[config.mk]
export PLATFORM = sky130hd
export DESIGN_NAME = my_press_decoder
export DESIGN_NICKNAME = d
export VERILOG_FILES = /design/src/rtl/my_press_decoder_pkg.sv /design/src/rtl/my_press_decoder_register.sv /design/src/rtl/my_press_decoder.sv
export SDC_FILE = /design/constraint.sdc
export NUM_CORES = 1
export LEC_CHECK = 0
export CELL_PAD_IN_SITES_DETAIL_PLACEMENT = 1
export CELL_PAD_IN_SITES_GLOBAL_PLACEMENT = 1
export CORE_MARGIN = 2
export CORE_UTILIZATION = 49
export CTS_BUF_LIST = sky130_fd_sc_hd__clkbuf_8
export DETAILED_ROUTE_END_ITERATION = 6
export PLACE_DENSITY = 0.92
export SLEW_MARGIN = 5
export SYNTH_ARGS = -nofsm -noshare
export SYNTH_HDL_FRONTEND = slang
export SYNTH_SLANG_ARGS = --single-unit
[constraint.sdc]
create_clock -name clk -period 2.5 [get_ports clk]
set_clock_uncertainty 0.05 [all_clocks]
set_input_delay 0.25 -clock clk [delete_from_list [all_inputs] [get_ports clk]]
set_output_delay 0.25 -clock clk [all_outputs]
set_load 0.01 [all_outputs]
[src/rtl/my_press_decoder_pkg.sv]
`default_nettype none
// ============================================================================
// Module      : my_press_decoder_pkg
// Description : State encoding and output bundle shared by the press decoder.
// Revision    : 1.0 - initial release
// ============================================================================
package my_press_decoder_pkg;

    typedef enum logic [1:0] {
        ST_IDLE      = 2'b00,
        ST_PRESSED   = 2'b01,
        ST_LONG_HELD = 2'b10
    } state_t;

    typedef struct packed {
        logic held;
        logic short_press;
        logic long_press;
        logic repeat_pulse;
    } press_out_t;

endpackage : my_press_decoder_pkg
`default_nettype wire

[src/rtl/my_press_decoder_register.sv]
`default_nettype none
// ============================================================================
// Module      : my_press_decoder_register
// Description : Loadable up-counter register; load has priority over increment.
// Revision    : 1.0 - initial release
// ============================================================================
module my_press_decoder_register #(
    parameter int WIDTH = 8
) (
    input  logic             clk,
    input  logic             asynch_nreset,
    input  logic             ctrl_load,
    input  logic             ctrl_incr,
    input  logic [WIDTH-1:0] data_input,
    output logic [WIDTH-1:0] data_output
);

    logic [WIDTH-1:0] r_data;

    always_ff @(posedge clk or negedge asynch_nreset) begin
        if (!asynch_nreset) begin
            r_data <= '0;
        end else if (ctrl_load) begin
            r_data <= data_input;
        end else if (ctrl_incr) begin
            r_data <= r_data + WIDTH'(1);
        end
    end

    assign data_output = r_data;

endmodule : my_press_decoder_register
`default_nettype wire

[src/rtl/my_press_decoder.sv]
`default_nettype none
// ============================================================================
// Module      : my_press_decoder
// Description : Classifies debounced button presses into short, long and
//               auto-repeat pulses, plus a held level.
// Revision    : 1.0 - initial release
// ============================================================================
module my_press_decoder
    import my_press_decoder_pkg::*;
#(
    parameter int CNT_WIDTH    = 25,
    parameter int LONG_TICKS   = 25_000_000,
    parameter int REPEAT_TICKS = 5_000_000
) (
    input  logic asynch_nreset,
    input  logic clk,
    input  logic btn_level,
    output logic short_press,
    output logic long_press,
    output logic repeat_pulse,
    output logic held
);

    localparam logic [CNT_WIDTH-1:0] c_long_last   = CNT_WIDTH'(LONG_TICKS - 1);
    localparam logic [CNT_WIDTH-1:0] c_repeat_last = CNT_WIDTH'(REPEAT_TICKS - 1);
    localparam logic [CNT_WIDTH-1:0] c_zero        = '0;

    state_t               r_state;
    state_t               w_next_state;
    logic                 w_load;
    logic                 w_incr;
    logic [CNT_WIDTH-1:0] w_count;
    press_out_t           w_out;
    press_out_t           r_out;

    my_press_decoder_register #(
        .WIDTH (CNT_WIDTH)
    ) u_counter (
        .clk           (clk),
        .asynch_nreset (asynch_nreset),
        .ctrl_load     (w_load),
        .ctrl_incr     (w_incr),
        .data_input    (c_zero),
        .data_output   (w_count)
    );

    always_ff @(posedge clk or negedge asynch_nreset) begin
        if (!asynch_nreset) begin
            r_state <= ST_IDLE;
            r_out   <= '0;
        end else begin
            r_state <= w_next_state;
            r_out   <= w_out;
        end
    end

    // Release always takes priority over any threshold hit in the same cycle.
    always_comb begin
        w_next_state = r_state;
        w_load       = 1'b0;
        w_incr       = 1'b0;
        case (r_state)
            ST_IDLE: begin
                if (btn_level) begin
                    w_next_state = ST_PRESSED;
                    w_load       = 1'b1;
                end
            end
            ST_PRESSED: begin
                if (!btn_level) begin
                    w_next_state = ST_IDLE;
                end else if (w_count == c_long_last) begin
                    w_next_state = ST_LONG_HELD;
                    w_load       = 1'b1;
                end else begin
                    w_incr = 1'b1;
                end
            end
            ST_LONG_HELD: begin
                if (!btn_level) begin
                    w_next_state = ST_IDLE;
                end else if (w_count == c_repeat_last) begin
                    w_load = 1'b1;
                end else begin
                    w_incr = 1'b1;
                end
            end
            default: begin
                w_next_state = ST_IDLE;
                w_load       = 1'b1;
            end
        endcase
    end

    always_comb begin
        w_out              = '0;
        w_out.held         = (w_next_state != ST_IDLE);
        w_out.short_press  = (r_state == ST_PRESSED) && !btn_level;
        w_out.long_press   = (r_state == ST_PRESSED) && btn_level && (w_count == c_long_last);
        w_out.repeat_pulse = (r_state == ST_LONG_HELD) && btn_level && (w_count == c_repeat_last);
    end

    assign held         = r_out.held;
    assign short_press  = r_out.short_press;
    assign long_press   = r_out.long_press;
    assign repeat_pulse = r_out.repeat_pulse;

endmodule : my_press_decoder
`default_nettype wire
==> results of run 1 <==
worst max-delay path, stage by stage, from the launching register on:
cell and delay [ps]:
dfrtp_1 410, inv_1 100, ha_1 320, o21a_1 190, o2111ai_2 300, nor4_1 560, xnor2_1 200, nor2_1 60
worst max-delay path by stage:
stage               slack [ps]        from                        end  cells past startpoint
floorplan                  470  r_state[0]  u_counter.data_output[12]                      8
global placement           370  r_state[0]  u_counter.data_output[22]                      8
detailed placement         230  r_state[0]  u_counter.data_output[15]                      8
CTS                        200  r_state[0]  u_counter.data_output[15]                      8
global route                50  r_state[0]  u_counter.data_output[20]                      7
finish                     190  r_state[1]  u_counter.data_output[20]                      7
flip-flops by register name, summed over array words and instances, names as in the netlist:
name and cells:
u_counter.data_output 25, r_state 2, held 1, long_press 1
repeat_pulse 1, short_press 1
layout by cell type (no fill, tap or decap), types with 3 or more instances in the layout:
cell type        instances
buf_4                    3
nor2_2                  17
nand3_1                  7
clkdlybuf4s50_1          6
inv_1                    5
xnor2_1                 11
xor2_1                  11
nor4_1                   3
ha_1                     5
clkbuf_8                 6
nand4_1                 11
nor3_1                   6
o21ai_0                  4
a21oi_1                  3
and4_1                   3
nor2_1                  14
dfrtp_1                 31
nand2_1                 15
and3_1                   3
cells by family (layout without fill, tap and decap cells):
group | after synthesis | in the layout | synth area share, %
buffers and inverters | 9 | 23 | 2.749
DFF | 31 | 31 | 43.69
AOI/OAI and AO/OA | 18 | 18 | 8.316
xor gates and xnor gates | 22 | 22 | 10.85
adders and majority gates | 5 | 5 | 3.524
and+or+nand+nor | 96 | 96 | 30.87
area by class of cell:
cell class              count  area [um2]
flip-flops and latches     31       775.7
inverters                   5       18.77
multi-input cells         141       950.9
clock inverters             2       35.03
well taps                  46       57.56
fillers                   394        1393
repair buffers             10       102.6
clock buffers               6       82.58
power groups by stage:
stage | sequential [mW] | clock [mW] | combinational [mW]
4_1_cts | 0.567 | 0.521 | 0.295
2_1_floorplan | 0.576 | 0 | 0.193
5_1_grt | 0.573 | 0.543 | 0.326
3_5_place_dp | 0.576 | 0 | 0.292
6_report | 0.567 | 0.514 | 0.291
3_3_place_gp | 0.572 | 0 | 0.278
layer usage:
| metal | up-vias | GRT usage (%) | wire length [um] |
|---|---|---|---|
| li1 | 667 | - | - |
| met1 | 738 | 28.85 | 1819 |
| met2 | 17 | 41.54 | 2180 |
| met3 | 11 | 5.986 | 105 |
| met4 | 0 | 9.043 | 97 |
| met5 | - | 0 | 0 |
==> reports/metrics.csv, run 1 <==
stage;metric;value;unit
power_and_ir_drop;Pwr Density;678.2;mW/mm2
clocking;Max clock buf depth;2;
timing;worst slew pin tran;543.2;ps
grt;initial antenna violation count;0;
run_status;status;completed;
logic_synthesis;cell taking the most area after synthesis;dfrtp_1;
power_and_ir_drop;Clock power frac;37.4;%
drt;vias after detailed routing;1433;
logic_synthesis;count of warnings emitted by yosys;0;
timing;f_max;0.4336;GHz
worst_setup_path;worst reg2reg path depth;7;
place;pre-CTS setup slack;227.4;ps
logic_synthesis;Post-synth EDFFs;0;
layout;# diodes;0;
power_and_ir_drop;Net Sw Frac;29.05;%
clocking;Post-CTS Setup Inserts;0;
clocking;TritonCTS clock tree;yes;
worst_setup_path;Reg2Reg Launch Point;r_state[1];
clocking;Resized cells post-CTS;0;
layout;fraction of layout cells with a size suffix above 1;20.00;%
logic_synthesis;cells after synthesis;181;
timing;fin crit period;2306;ps
worst_setup_path;Critical Path End Type;flop;
place;PortBufs;6;
grt;number of global-route vias before repair;1557;
drt;Final ANT Viol Nets;0;
logic_synthesis;Syn Nets;189;
floorplan;Die ar.;0.004121;mm2
layout;Post-Layout Inst Area;0.002023;mm2
logic_synthesis;Avg Inst Size Synth;9.809;um2
floorplan;total I/O pin count;7;
worst_setup_path;critical path required time;2620;ps
timing;period utilisation layout;92.25;%
clocking;Num Clock Sinks;31;
timing;Rel. slew slack;63.78;%
worst_setup_path;worst-path fanout max;9;
timing;post-route setup slack;193.7;ps
place;Post-DP Area;0.001906;mm2
floorplan;core area;0.003416;mm2
drt;WL final;4.202;mm
logic_synthesis;Async SR Flop Fraction;100.0;%
logic_synthesis;Syn Std Cell Area;0.001775;mm2
drt;vias per cell;5.946;
power_and_ir_drop;total power;1.372;mW
worst_setup_path;worst reg2reg path endpoint;u_counter.data_output[20];
layout;Layout area overhead;13.95;%
power_and_ir_drop;Int Pwr;0.9735;mW
floorplan;Initial Utilization;51.98;%
clocking;Clock transition at path regs;60;ps
layout;final std cells w/o fill;241;
drt;routed len/inst;17.44;um
logic_synthesis;share of the synthesized area in the top cell type;43.69;%
place;placed insts;233;
logic_synthesis;count of different cell masters after synthesis;40;
power_and_ir_drop;Leak;0.8304;nW
timing;endpoints failing hold;0;
clocking;Post-CTS Hold Buffers;0;
grt;grt ovf;0;
floorplan;Die W;64.20;um
drt;DRT iter0 DRCs;78;
worst_setup_path;R2R Setup Slk;190;ps
floorplan;site row count;21;
logic_synthesis;sequential share of the synthesized area;43.69;%
worst_setup_path;Worst Setup Path Type;flop to flop;
worst_setup_path;CP startpoint kind;flop;
layout;utilization after layout;59.23;%
worst_setup_path;Critical Path AT;2430;ps
logic_synthesis;Most used DFF post-synth;dfrtp_1;
clocking;cts bufs inserted;5;
drt;DR pass1 iterations;4;
hold_path;HP Class;input port to async pin;
grt;GRT Util Overall;24.06;%
run;number of max-cap violations;0;
timing;Setup-failing EPs final;0;
timing;fin. max-slew vios;0;
place;HPWL after detailed placement;3.059;mm
floorplan;Die Y;64.20;um
layout;Final nets;202;
power_and_ir_drop;peak supply drop;0.0004030;V
grt;first-pass GRT wire length;7.590;mm
power_and_ir_drop;sw power;0.3986;mW
logic_synthesis;synth top area cells;dfrtp_1, nor2_2, xnor2_1, xor2_1, nand4_1;
power_and_ir_drop;Logic pwr share;21.2;%
logic_synthesis;Synth top cells by count;dfrtp_1, nor2_2, nand2_1, nor2_1;
place;RD Place Congestion;0.9446;
logic_synthesis;most frequent cell after synthesis;dfrtp_1;
power_and_ir_drop;sequential share of power;41.4;%
clocking;Clock Root Buffer;clkbuf_8;
timing;RSZ-0062 raised after global routing;no;
logic_synthesis;flip-flop and latch count after synthesis;31;
clocking;Worst-Skew Late Latency;280;ps
timing;Setup TNS;0;ps
drt;DRC errors left;0;
clocking;total number of H-tree levels;2;
timing;Hold WS;310.4;ps
grt;largest net degree at the start of global routing;32;
Note: power is estimated with default switching activity, not from simulation.
==> inputs of run 2 (changes only) <==
--- a/config.mk
+++ b/config.mk
@@ -5,13 +5,14 @@
 export SDC_FILE = /design/constraint.sdc
 export NUM_CORES = 1
 export LEC_CHECK = 0
+export CAP_MARGIN = 20
 export CELL_PAD_IN_SITES_DETAIL_PLACEMENT = 1
 export CELL_PAD_IN_SITES_GLOBAL_PLACEMENT = 1
 export CORE_MARGIN = 2
-export CORE_UTILIZATION = 49
+export CORE_UTILIZATION = 25
 export CTS_BUF_LIST = sky130_fd_sc_hd__clkbuf_8
 export DETAILED_ROUTE_END_ITERATION = 6
-export PLACE_DENSITY = 0.92
+export PLACE_DENSITY = 0.58
 export SLEW_MARGIN = 5
 export SYNTH_ARGS = -nofsm -noshare
 export SYNTH_HDL_FRONTEND = slang
==> reports/metrics.csv, run 2 (synthesized netlist as in run 1, its figures left out) <==
stage;metric;value;unit;change
drt;DRT iter0 DRCs;48;;-38%
worst_setup_path;Worst Setup Path Type;flop to flop;;
clocking;Clock transition at path regs;60;ps;about the same
layout;final std cells w/o fill;290;;+20%
place;placed insts;283;;+21%
place;PortBufs;6;;unchanged
timing;worst slew pin tran;583.5;ps;+40.29 ps
floorplan;core area;0.006832;mm2;+100%
drt;routed len/inst;14.12;um;-19%
clocking;total number of H-tree levels;2;;unchanged
drt;vias per cell;4.752;;-20%
layout;Post-Layout Inst Area;0.002056;mm2;+1.6%
power_and_ir_drop;peak supply drop;0.0001573;V;-61%
place;RD Place Congestion;0.7529;;-20%
timing;fin crit period;2234;ps;-72.00 ps
run;number of max-cap violations;0;;unchanged
layout;fraction of layout cells with a size suffix above 1;19.59;%;-0.41 points
floorplan;Die Y;88.27;um;+38%
floorplan;site row count;30;;+43%
timing;period utilisation layout;89.37;%;-2.9 points
drt;WL final;4.095;mm;-2.5%
layout;Largest register FFs;25;;unchanged
timing;Hold WS;315.5;ps;+5.130 ps
grt;grt ovf;0;;unchanged
floorplan;Initial Utilization;25.99;%;-26 points
layout;most common cell after layout, fill and taps aside;dfrtp_1;;
timing;Rel. slew slack;61.10;%;-2.7 points
grt;GRT Util Overall;11.78;%;-12 points
layout;Final nets;202;;unchanged
timing;f_max;0.4476;GHz;+3.2%
layout;commonest cells after routing, fill and taps aside;dfrtp_1, nor2_2, nand2_1;;
drt;vias after detailed routing;1378;;-3.8%
worst_setup_path;worst-path fanout max;21;;+12
clocking;Max clock buf depth;2;;unchanged
clocking;Clock Root Buffer;clkbuf_8;;
layout;Fill cells;800;;+100%
clocking;TritonCTS clock tree;yes;;
timing;endpoints failing hold;0;;unchanged
timing;Setup-failing EPs final;0;;unchanged
run_status;status;completed;;
grt;largest net degree at the start of global routing;32;;unchanged
grt;initial antenna violation count;0;;unchanged
floorplan;total I/O pin count;7;;unchanged
clocking;cts bufs inserted;5;;unchanged
grt;first-pass GRT wire length;7.003;mm;-7.7%
place;Post-DP Area;0.001968;mm2;+3.3%
layout;multi-input logic area;950.9;um2;unchanged
layout;storage element area;775.7;um2;unchanged
grt;number of global-route vias before repair;1370;;-12%
power_and_ir_drop;Leak;0.8163;nW;-1.7%
timing;RSZ-0062 raised after global routing;no;;
clocking;Num Clock Sinks;31;;unchanged
drt;DRC errors left;0;;unchanged
hold_path;HP Class;input port to async pin;;
worst_setup_path;Critical Path End Type;flop;;
floorplan;Die ar.;0.007792;mm2;+89%
layout;Layout area overhead;15.79;%;
place;HPWL after detailed placement;2.945;mm;-3.7%
clocking;Post-CTS Hold Buffers;0;;unchanged
worst_setup_path;CP startpoint kind;flop;;
worst_setup_path;Critical Path AT;2350;ps;-80 ps
timing;fin. max-slew vios;0;;unchanged
worst_setup_path;critical path required time;2620;ps;about the same
timing;post-route setup slack;265.7;ps;+72.00 ps
floorplan;Die W;88.27;um;+38%
clocking;Worst-Skew Late Latency;280;ps;about the same
timing;Setup TNS;0;ps;unchanged
clocking;Post-CTS Setup Inserts;0;;unchanged
clocking;Resized cells post-CTS;0;;unchanged
power_and_ir_drop;Pwr Density;615.2;mW/mm2;-9.3%
power_and_ir_drop;total power;1.265;mW;-7.8%
layout;# diodes;0;;unchanged
layout;utilization after layout;30.09;%;-29 points
place;pre-CTS setup slack;263.8;ps;+36.33 ps
drt;DR pass1 iterations;4;;unchanged
drt;Final ANT Viol Nets;0;;unchanged
-- run 2: cell types whose count changed in the layout (fill, tap and decap cells not counted) --
cell       change
bufinv_16      -1
-- run 2: worst paths after layout --
check / from / to / slack [ps] / cells past startpoint
min in group clk: u_counter.data_output[23] / u_counter.data_output[23] / 520 / 2
max in group asynchronous: asynch_nreset / u_counter.data_output[4] / 1790 / 2
max reg2reg: r_state[0] / u_counter.data_output[15] / 270 / 8
min reg2reg: u_counter.data_output[23] / u_counter.data_output[23] / 520 / 2
max: r_state[0] / u_counter.data_output[15] / 270 / 8
min: asynch_nreset / r_state[0] / 320 / 2
-- run 2: cell type report --
cell class	count	share of cell area [%]
timing repair buffer	10	4.991
sequential	31	37.74
multi-input combinational	141	46.26
tap	96	5.843
clock inverter	1	0.2435
inverter	5	0.9130
clock buffer	6	4.017
-- run 2: routing by layer --
metal / wire (um) / global-route usage (%) / part of all wire (%) / up-vias
met5: 0 / 0 / 0 / -
met4: 59 / 3.719 / 1.4 / 0
met3: 130 / 2.799 / 3.2 / 4
met2: 1847 / 18.59 / 45 / 19
met1: 2058 / 15.96 / 50 / 686
li1: - / - / - / 669
-- run 2: critical path, cell delays in order (launching register included) --
cell and delay [ps]:
dfrtp_1 420, inv_1 110, ha_1 230, or4b_1 470
nor3_2 220, o211ai_2 180, o21bai_4 170, buf_12 190
nor2_1 70
-- run 2: where the power goes --
group          internal, mW  switching, mW  leakage, nW
Sequential            0.536         0.0325        0.426
Combinational         0.116          0.180        0.343
Clock                 0.216          0.185       0.0470
==> inputs of run 3 (changes only) <==
--- a/config.mk
+++ b/config.mk
@@ -13,7 +13,6 @@
 export CTS_BUF_LIST = sky130_fd_sc_hd__clkbuf_8
 export DETAILED_ROUTE_END_ITERATION = 6
 export PLACE_DENSITY = 0.58
-export SLEW_MARGIN = 5
 export SYNTH_ARGS = -nofsm -noshare
 export SYNTH_HDL_FRONTEND = slang
 export SYNTH_SLANG_ARGS = --single-unit
==> results of run 3 <==
Same layout as run 2: the final DEF is identical, and so are final timing and power.
